--- config.mk ---
export PLATFORM = sky130hd
export DESIGN_NAME = if_stage_flat
export DESIGN_NICKNAME = d
export VERILOG_FILES = /design/src/rtl/if_stage_if.sv /design/src/rtl/if_stage.sv /design/src/flat_wrapper.sv
export SDC_FILE = /design/constraint.sdc
export NUM_CORES = 1
export LEC_CHECK = 0
export BUFFER_PORTS_ARGS = -buffer_cell sky130_fd_sc_hd__buf_2
export CORE_MARGIN = 2
export CORE_UTILIZATION = 49
export CTS_CLUSTER_DIAMETER = 100
export DETAILED_ROUTE_END_ITERATION = 12
export HOLD_SLACK_MARGIN = 0.12
export PLACE_DENSITY_LB_ADDON = 0.2
export SYNTH_ARGS = -nofsm -noshare
export SYNTH_HDL_FRONTEND = slang
export SYNTH_SLANG_ARGS = --single-unit
--- constraint.sdc ---
create_clock -name clk -period 1.87 [get_ports clk]
set_clock_uncertainty 0.15 [all_clocks]
set_input_delay 0.187 -clock clk [delete_from_list [all_inputs] [get_ports clk]]
set_output_delay 0.187 -clock clk [all_outputs]
set_load 0.02 [all_outputs]
--- src/rtl/if_stage_if.sv ---
// Signal bundle between the fetch stage and its environment: hazard/redirect
// control in, instruction-memory port, and the IF/ID register contents out.
interface if_stage_if #(
  parameter int DATA_WIDTH = 32,
  parameter int ADDR_WIDTH = 32
);
  logic                  stall;
  logic                  redirect;
  logic [ADDR_WIDTH-1:0] redirect_pc;
  logic                  imem_en;
  logic [ADDR_WIDTH-1:0] imem_addr;
  logic [DATA_WIDTH-1:0] imem_rdata;
  logic [ADDR_WIDTH-1:0] ifid_pc;
  logic [DATA_WIDTH-1:0] ifid_instruction;
  logic                  ifid_valid;
  logic                  ifid_misaligned;

  modport master (
    input  stall, redirect, redirect_pc, imem_rdata,
    output imem_en, imem_addr, ifid_pc, ifid_instruction, ifid_valid, ifid_misaligned
  );

  modport slave (
    output stall, redirect, redirect_pc, imem_rdata,
    input  imem_en, imem_addr, ifid_pc, ifid_instruction, ifid_valid, ifid_misaligned
  );
endinterface

--- src/rtl/if_stage.sv ---
// rv32i fetch stage: PC register, synchronous imem driver, IF/ID register and a
// one-entry hold buffer that keeps the in-flight fetch alive across stalls.
module if_stage #(
  parameter int                  DATA_WIDTH = 32,
  parameter int                  ADDR_WIDTH = 32,
  parameter logic [ADDR_WIDTH-1:0] RESET_PC = 32'h0000_0000,
  parameter logic [DATA_WIDTH-1:0] NOP_INST = 32'h0000_0013
) (
  input  logic         clk,
  input  logic         rst,
  if_stage_if.master   bus
);

  logic [ADDR_WIDTH-1:0] fetch_pc_q, fetch_pc_d;
  logic [ADDR_WIDTH-1:0] f1_pc_q, f1_pc_d;
  logic                  f1_valid_q, f1_valid_d;
  logic                  f1_misal_q, f1_misal_d;
  logic [DATA_WIDTH-1:0] hold_data_q, hold_data_d;
  logic                  hold_valid_q, hold_valid_d;
  logic [ADDR_WIDTH-1:0] ifid_pc_q, ifid_pc_d;
  logic [DATA_WIDTH-1:0] ifid_inst_q, ifid_inst_d;
  logic                  ifid_valid_q, ifid_valid_d;
  logic                  ifid_misal_q, ifid_misal_d;

  // Memory is always read word-aligned; the raw PC travels with the data.
  assign bus.imem_addr = {fetch_pc_q[ADDR_WIDTH-1:2], 2'b00};
  assign bus.imem_en   = !rst && (!bus.stall || bus.redirect);

  assign bus.ifid_pc          = ifid_pc_q;
  assign bus.ifid_instruction = ifid_inst_q;
  assign bus.ifid_valid       = ifid_valid_q;
  assign bus.ifid_misaligned  = ifid_misal_q;

  always_comb begin
    fetch_pc_d   = fetch_pc_q;
    f1_pc_d      = f1_pc_q;
    f1_valid_d   = f1_valid_q;
    f1_misal_d   = f1_misal_q;
    hold_data_d  = hold_data_q;
    hold_valid_d = hold_valid_q;
    ifid_pc_d    = ifid_pc_q;
    ifid_inst_d  = ifid_inst_q;
    ifid_valid_d = ifid_valid_q;
    ifid_misal_d = ifid_misal_q;

    if (bus.redirect) begin
      fetch_pc_d   = bus.redirect_pc;
      f1_valid_d   = 1'b0;
      hold_valid_d = 1'b0;
      ifid_inst_d  = NOP_INST;
      ifid_valid_d = 1'b0;
      ifid_misal_d = 1'b0;
    end else if (bus.stall) begin
      // Capture only on the first stalled cycle; memory output is not held.
      if (f1_valid_q && !hold_valid_q) begin
        hold_data_d  = bus.imem_rdata;
        hold_valid_d = 1'b1;
      end
    end else begin
      fetch_pc_d   = fetch_pc_q + ADDR_WIDTH'(4);
      f1_pc_d      = fetch_pc_q;
      f1_valid_d   = 1'b1;
      f1_misal_d   = (fetch_pc_q[1:0] != 2'b00);
      hold_valid_d = 1'b0;
      ifid_pc_d    = f1_pc_q;
      ifid_valid_d = f1_valid_q;
      if (f1_valid_q) begin
        ifid_inst_d  = hold_valid_q ? hold_data_q : bus.imem_rdata;
        ifid_misal_d = f1_misal_q;
      end else begin
        ifid_inst_d  = NOP_INST;
        ifid_misal_d = 1'b0;
      end
    end
  end

  always_ff @(posedge clk) begin
    if (rst) begin
      fetch_pc_q   <= RESET_PC;
      f1_pc_q      <= RESET_PC;
      f1_valid_q   <= 1'b0;
      f1_misal_q   <= 1'b0;
      hold_data_q  <= NOP_INST;
      hold_valid_q <= 1'b0;
      ifid_pc_q    <= RESET_PC;
      ifid_inst_q  <= NOP_INST;
      ifid_valid_q <= 1'b0;
      ifid_misal_q <= 1'b0;
    end else begin
      fetch_pc_q   <= fetch_pc_d;
      f1_pc_q      <= f1_pc_d;
      f1_valid_q   <= f1_valid_d;
      f1_misal_q   <= f1_misal_d;
      hold_data_q  <= hold_data_d;
      hold_valid_q <= hold_valid_d;
      ifid_pc_q    <= ifid_pc_d;
      ifid_inst_q  <= ifid_inst_d;
      ifid_valid_q <= ifid_valid_d;
      ifid_misal_q <= ifid_misal_d;
    end
  end

  // A held word without an in-flight fetch behind it is never legal.
  hold_implies_f1: assert property (@(posedge clk) disable iff (rst)
    !(hold_valid_q && !f1_valid_q));

endmodule
--- src/flat_wrapper.sv ---
// flat-port wrapper written by rule: the top's interface ports become plain ports
module if_stage_flat 
#(
  parameter int                  DATA_WIDTH = 32,
  parameter int                  ADDR_WIDTH = 32,
  parameter logic [ADDR_WIDTH-1:0] RESET_PC = 32'h0000_0000,
  parameter logic [DATA_WIDTH-1:0] NOP_INST = 32'h0000_0013
)
  (clk, rst, bus_stall, bus_redirect, bus_redirect_pc, bus_imem_rdata, bus_imem_en, bus_imem_addr, bus_ifid_pc, bus_ifid_instruction, bus_ifid_valid, bus_ifid_misaligned);
  if_stage_if #(.DATA_WIDTH(DATA_WIDTH), .ADDR_WIDTH(ADDR_WIDTH)) bus_i ();
  input  logic clk;
  input  logic rst;
  input wire logic [$bits(bus_i.stall)-1:0] bus_stall;
  input wire logic [$bits(bus_i.redirect)-1:0] bus_redirect;
  input wire logic [$bits(bus_i.redirect_pc)-1:0] bus_redirect_pc;
  input wire logic [$bits(bus_i.imem_rdata)-1:0] bus_imem_rdata;
  output wire logic [$bits(bus_i.imem_en)-1:0] bus_imem_en;
  output wire logic [$bits(bus_i.imem_addr)-1:0] bus_imem_addr;
  output wire logic [$bits(bus_i.ifid_pc)-1:0] bus_ifid_pc;
  output wire logic [$bits(bus_i.ifid_instruction)-1:0] bus_ifid_instruction;
  output wire logic [$bits(bus_i.ifid_valid)-1:0] bus_ifid_valid;
  output wire logic [$bits(bus_i.ifid_misaligned)-1:0] bus_ifid_misaligned;
  assign bus_i.stall = bus_stall;
  assign bus_i.redirect = bus_redirect;
  assign bus_i.redirect_pc = bus_redirect_pc;
  assign bus_i.imem_rdata = bus_imem_rdata;
  assign bus_imem_en = bus_i.imem_en;
  assign bus_imem_addr = bus_i.imem_addr;
  assign bus_ifid_pc = bus_i.ifid_pc;
  assign bus_ifid_instruction = bus_i.ifid_instruction;
  assign bus_ifid_valid = bus_i.ifid_valid;
  assign bus_ifid_misaligned = bus_i.ifid_misaligned;
  if_stage #(.DATA_WIDTH(DATA_WIDTH), .ADDR_WIDTH(ADDR_WIDTH), .RESET_PC(RESET_PC), .NOP_INST(NOP_INST)) u_core (.clk(clk), .rst(rst), .bus(bus_i));
endmodule
==> results.md <==
- The flow ran to the end, and the final reports show no timing, DRC or antenna violations.
- In this run the worst path has a maximum fanout of 8.
- The number of sinks driven by the clock tree is 165.
- The initial antenna violation count is 0.
- The placement row count is 44.
- In this run the tightest slew margin relative to its limit is 55.7%.
- The TritonCTS clock tree is yes.
- The final HPWL from detailed placement is 12,800 um.
- The clock insertion delay at the later pin of the skew report is 0.42 ns.
- Setup repair after global routing could not meet its margin everywhere.
- The number of primary I/O pins is 167.
- The first global-routing pass estimated 32,000 um of wire.
- After detailed placement, the design holds a cell count of 1,195.
- The number of setup violations in the final report is 0.
- Using the TritonRoute via totals, the vias-per-cell ratio works out to 5.35.
- The combined global-route utilization of all metal layers is 25.1%.
- The number of buffers inserted by port buffering is 164.
- Each instance of the synthesized netlist takes up on average 8.07 um^2.
- Across all register-to-register paths, the minimum setup slack is 0.007 ns.
- The worst hold path passes through 4 cells.
- The netlist area before placement is 0.00714 mm^2.
- Power spread over the standard cell area amounts to 844 mW/mm^2.
- Measured along the x axis, the die boundary spans 125 um.
- The number of cells on the worst reg-to-reg path is 4.
- The number of violations of the max-capacitance limit is 0.
- The final weighted congestion in routability-driven placement is 0.867.
- The final worst-path cycle share is 99.6%.
- The fraction of final layout cells sized beyond drive strength 1 is 29.0%.
- The transition time at the pin with the least slew margin is 0.664 ns.
- Entering global routing, the biggest net connects 67 pins.
- The floorplan step set the die height to 125 um.
- Summing internal, switching and leakage power gives 0.00813 W.
- Derived from the worst setup path, the maximum achievable clock frequency is 537 MHz.
- The number of vias in the routed layout is 6,937.
- 0 antenna diodes ended up in the layout.
- The distinct cell type count after synthesis is 56.
- STA puts the critical path data arrival time at 2.02 ns.
- The number of global-route vias before repair is 6,431.
- The average detailed-routed wire length per instance is 15.3 um.
- The total count of max-transition violations in the final report is 0.
- The first detailed-routing pass ran for 5 iterations.
- At the end of the flow, the number of nets in the layout was 1,169.
- The initial cell density of the core is 49.7%.
- The synthesized design contains 0 enable-type register cells.
- The shortest clock period the worst path allows after layout is 1.86 ns.
- The DRC violation total after the first TritonRoute iteration is 475.
- Adding up every negative setup slack in the final design gives 0 ns.
- Across the VDD grid, the largest voltage drop is 0.583 mV.
- The cell count after synthesis came out at 885.
- The overflow left after global routing is 0.
- The number of DRC violations after detailed routing is 0.
- The root cell of the clock tree is clkbuf_16.
- The count of antenna-violating nets left after detailed routing is 0.
- The full die area is 0.0156 mm^2.
- The clock buffer count from CTS is 17.
- STA classifies the critical path endpoint as a register.
- Relative to the synthesized area, the layout overhead comes to 34.9%.
- The finished layout holds 1,297 standard cells, fillers aside.
- The fraction of synthesis flops using an asynchronous set or reset pin is 0%.
- The maximum level of the CTS H-tree is 4.
- The tightest min-delay check is of the primary input to register type.
- The kind of critical path is register to register.
- The number of warning messages in the yosys log is 0.
- Clock-pin slew was measured on the worst setup and hold paths at 0.07 ns.
- The worst setup path is launched from a register.
- For this run, the leading register cell type out of synthesis is dfxtp_1.
- Wires add up to 19,900 um.
- The flop and latch count out of synthesis is 165.
- The critical path data required time is 2.03 ns.
- The maximum buffer depth of the clock tree is 2.
- The core region is 0.0144 mm^2.
- For this design the static power due to leakage is 3.83 nW.
- The post-synthesis sequential area ratio is 46.3%.
- Across all hold checks on the routed design, the worst slack comes to 0.137 ns.
- The total count of hold-check failures in the final report is 0.
==> power breakdown <==
group,internal (W),total [W],leakage (nW),switching [W]
Sequential,0.00360,0.00367,1.35,0.0000729
Combinational,0.000383,0.000858,2.20,0.000475
Clock,0.00205,0.00360,0.293,0.00156
==> registers in the layout, indices dropped and copies added, names as in the netlist <==
| name | count |
|---|---|
| u_core.fetch_pc_q | 32 |
| u_core.bus.ifid_instruction | 32 |
| u_core.bus.ifid_misaligned | 1 |
| u_core.bus.ifid_pc | 32 |
| u_core.hold_valid_q | 1 |
| u_core.hold_data_q | 32 |
| u_core.f1_misal_q | 1 |
| u_core.f1_pc_q | 32 |
| u_core.bus.ifid_valid | 1 |
| u_core.f1_valid_q | 1 |
==> metrics by stage <==
step	setup WS, ns	utilization [%]	instance area (um^2)
final	0.00715	67.1	9640
after global routing	-0.0839	67.1	9640
after CTS	0.00205	66.5	9560
after detailed placement	-0.197	57.5	8270
after global placement	-0.127	57.5	8270
after floorplan	-0.00688	-	7200
==> worst paths after layout <==
kind                          from                     to
max reg2reg  u_core.fetch_pc_q[21]  u_core.fetch_pc_q[27]
min                   bus_redirect   u_core.fetch_pc_q[5]
min reg2reg  u_core.bus.ifid_pc[2]  u_core.bus.ifid_pc[2]
max          u_core.fetch_pc_q[21]  u_core.fetch_pc_q[27]
==> synthesized netlist by cell type, types with 11 or more instances <==
| cell type | n | area, um^2 |
|---|---|---|
| a21oi_1 | 104 | 521 |
| a22oi_1 | 30 | 225 |
| a31oi_1 | 13 | 81.3 |
| nor2_1 | 56 | 210 |
| nand4_1 | 11 | 68.8 |
| buf_4 | 32 | 240 |
| dfxtp_1 | 165 | 3300 |
| nor4_1 | 11 | 68.8 |
| clkbuf_1 | 58 | 218 |
| nand2_1 | 233 | 875 |
| nand3_1 | 17 | 85.1 |
| mux2_2 | 29 | 327 |
==> worst max-delay path: stages, from the launching register on <==
cell and delay, ns:
dfxtp_1 0.35, nand3_1 0.34, nor4_2 0.42, a311oi_1 0.14, a2111oi_0 0.36
==> metal layers <==
metal	global-route usage [%]	share of wire, %	vias to the layer above
li1	-	-	3442
met1	33.3	45	3228
met2	40.3	46	221
met3	5.24	6.4	46
met4	9.45	2.7	0
met5	0	0	-
==> what timing repair did <==
action | in CTS | in global routing
setup endpoints to repair | 3 | 12
buffers inserted | 0 | 3
resized for setup | 4 | 12
pin swaps | 0 | 6
hold buffers | 67 | 0
endpoints found under the hold margin | 98 | 0
==> area by class of cell <==
class / count / area (um^2)
multi-input combinational: 617 / 3430
inverter: 8 / 30.0
fill: 1190 / 4730
clock inverter: 14 / 164
tap: 184 / 230
clock buffer: 18 / 439
timing repair buffer: 291 / 2010
sequential: 165 / 3330
==> cells in the final DEF (no fill, tap or decap), types with 5 or more instances in the layout <==
cell type and instances:
nor2_1 54, mux2_2 29, dfxtp_1 154, nand3_1 15, dfxtp_4 7, buf_4 56, nand4_1 11, a211oi_1 5
a22oi_1 30, inv_6 6, and3_1 7, a21oi_1 104, a31oi_1 13, xnor2_1 5, dlygate4sd3_1 67, nand2_1 231
nor4_1 8, buf_12 5, nor2b_1 5, nand3b_1 10, o211ai_1 5, buf_2 163, nor3_1 7, clkbuf_16 17
mux2i_1 6, inv_1 7, o21ai_0 5
==> cell families after synthesis <==
logic type      synth area share, %
buf+inv                        7.17
simple gates                   24.8
compound gates                 15.1
flops                          46.3
xor+xnor                      0.981
other cells                  0.0525
fa+ha+maj                     0.175
mux                            5.41
(Power assumes the default switching activity.)
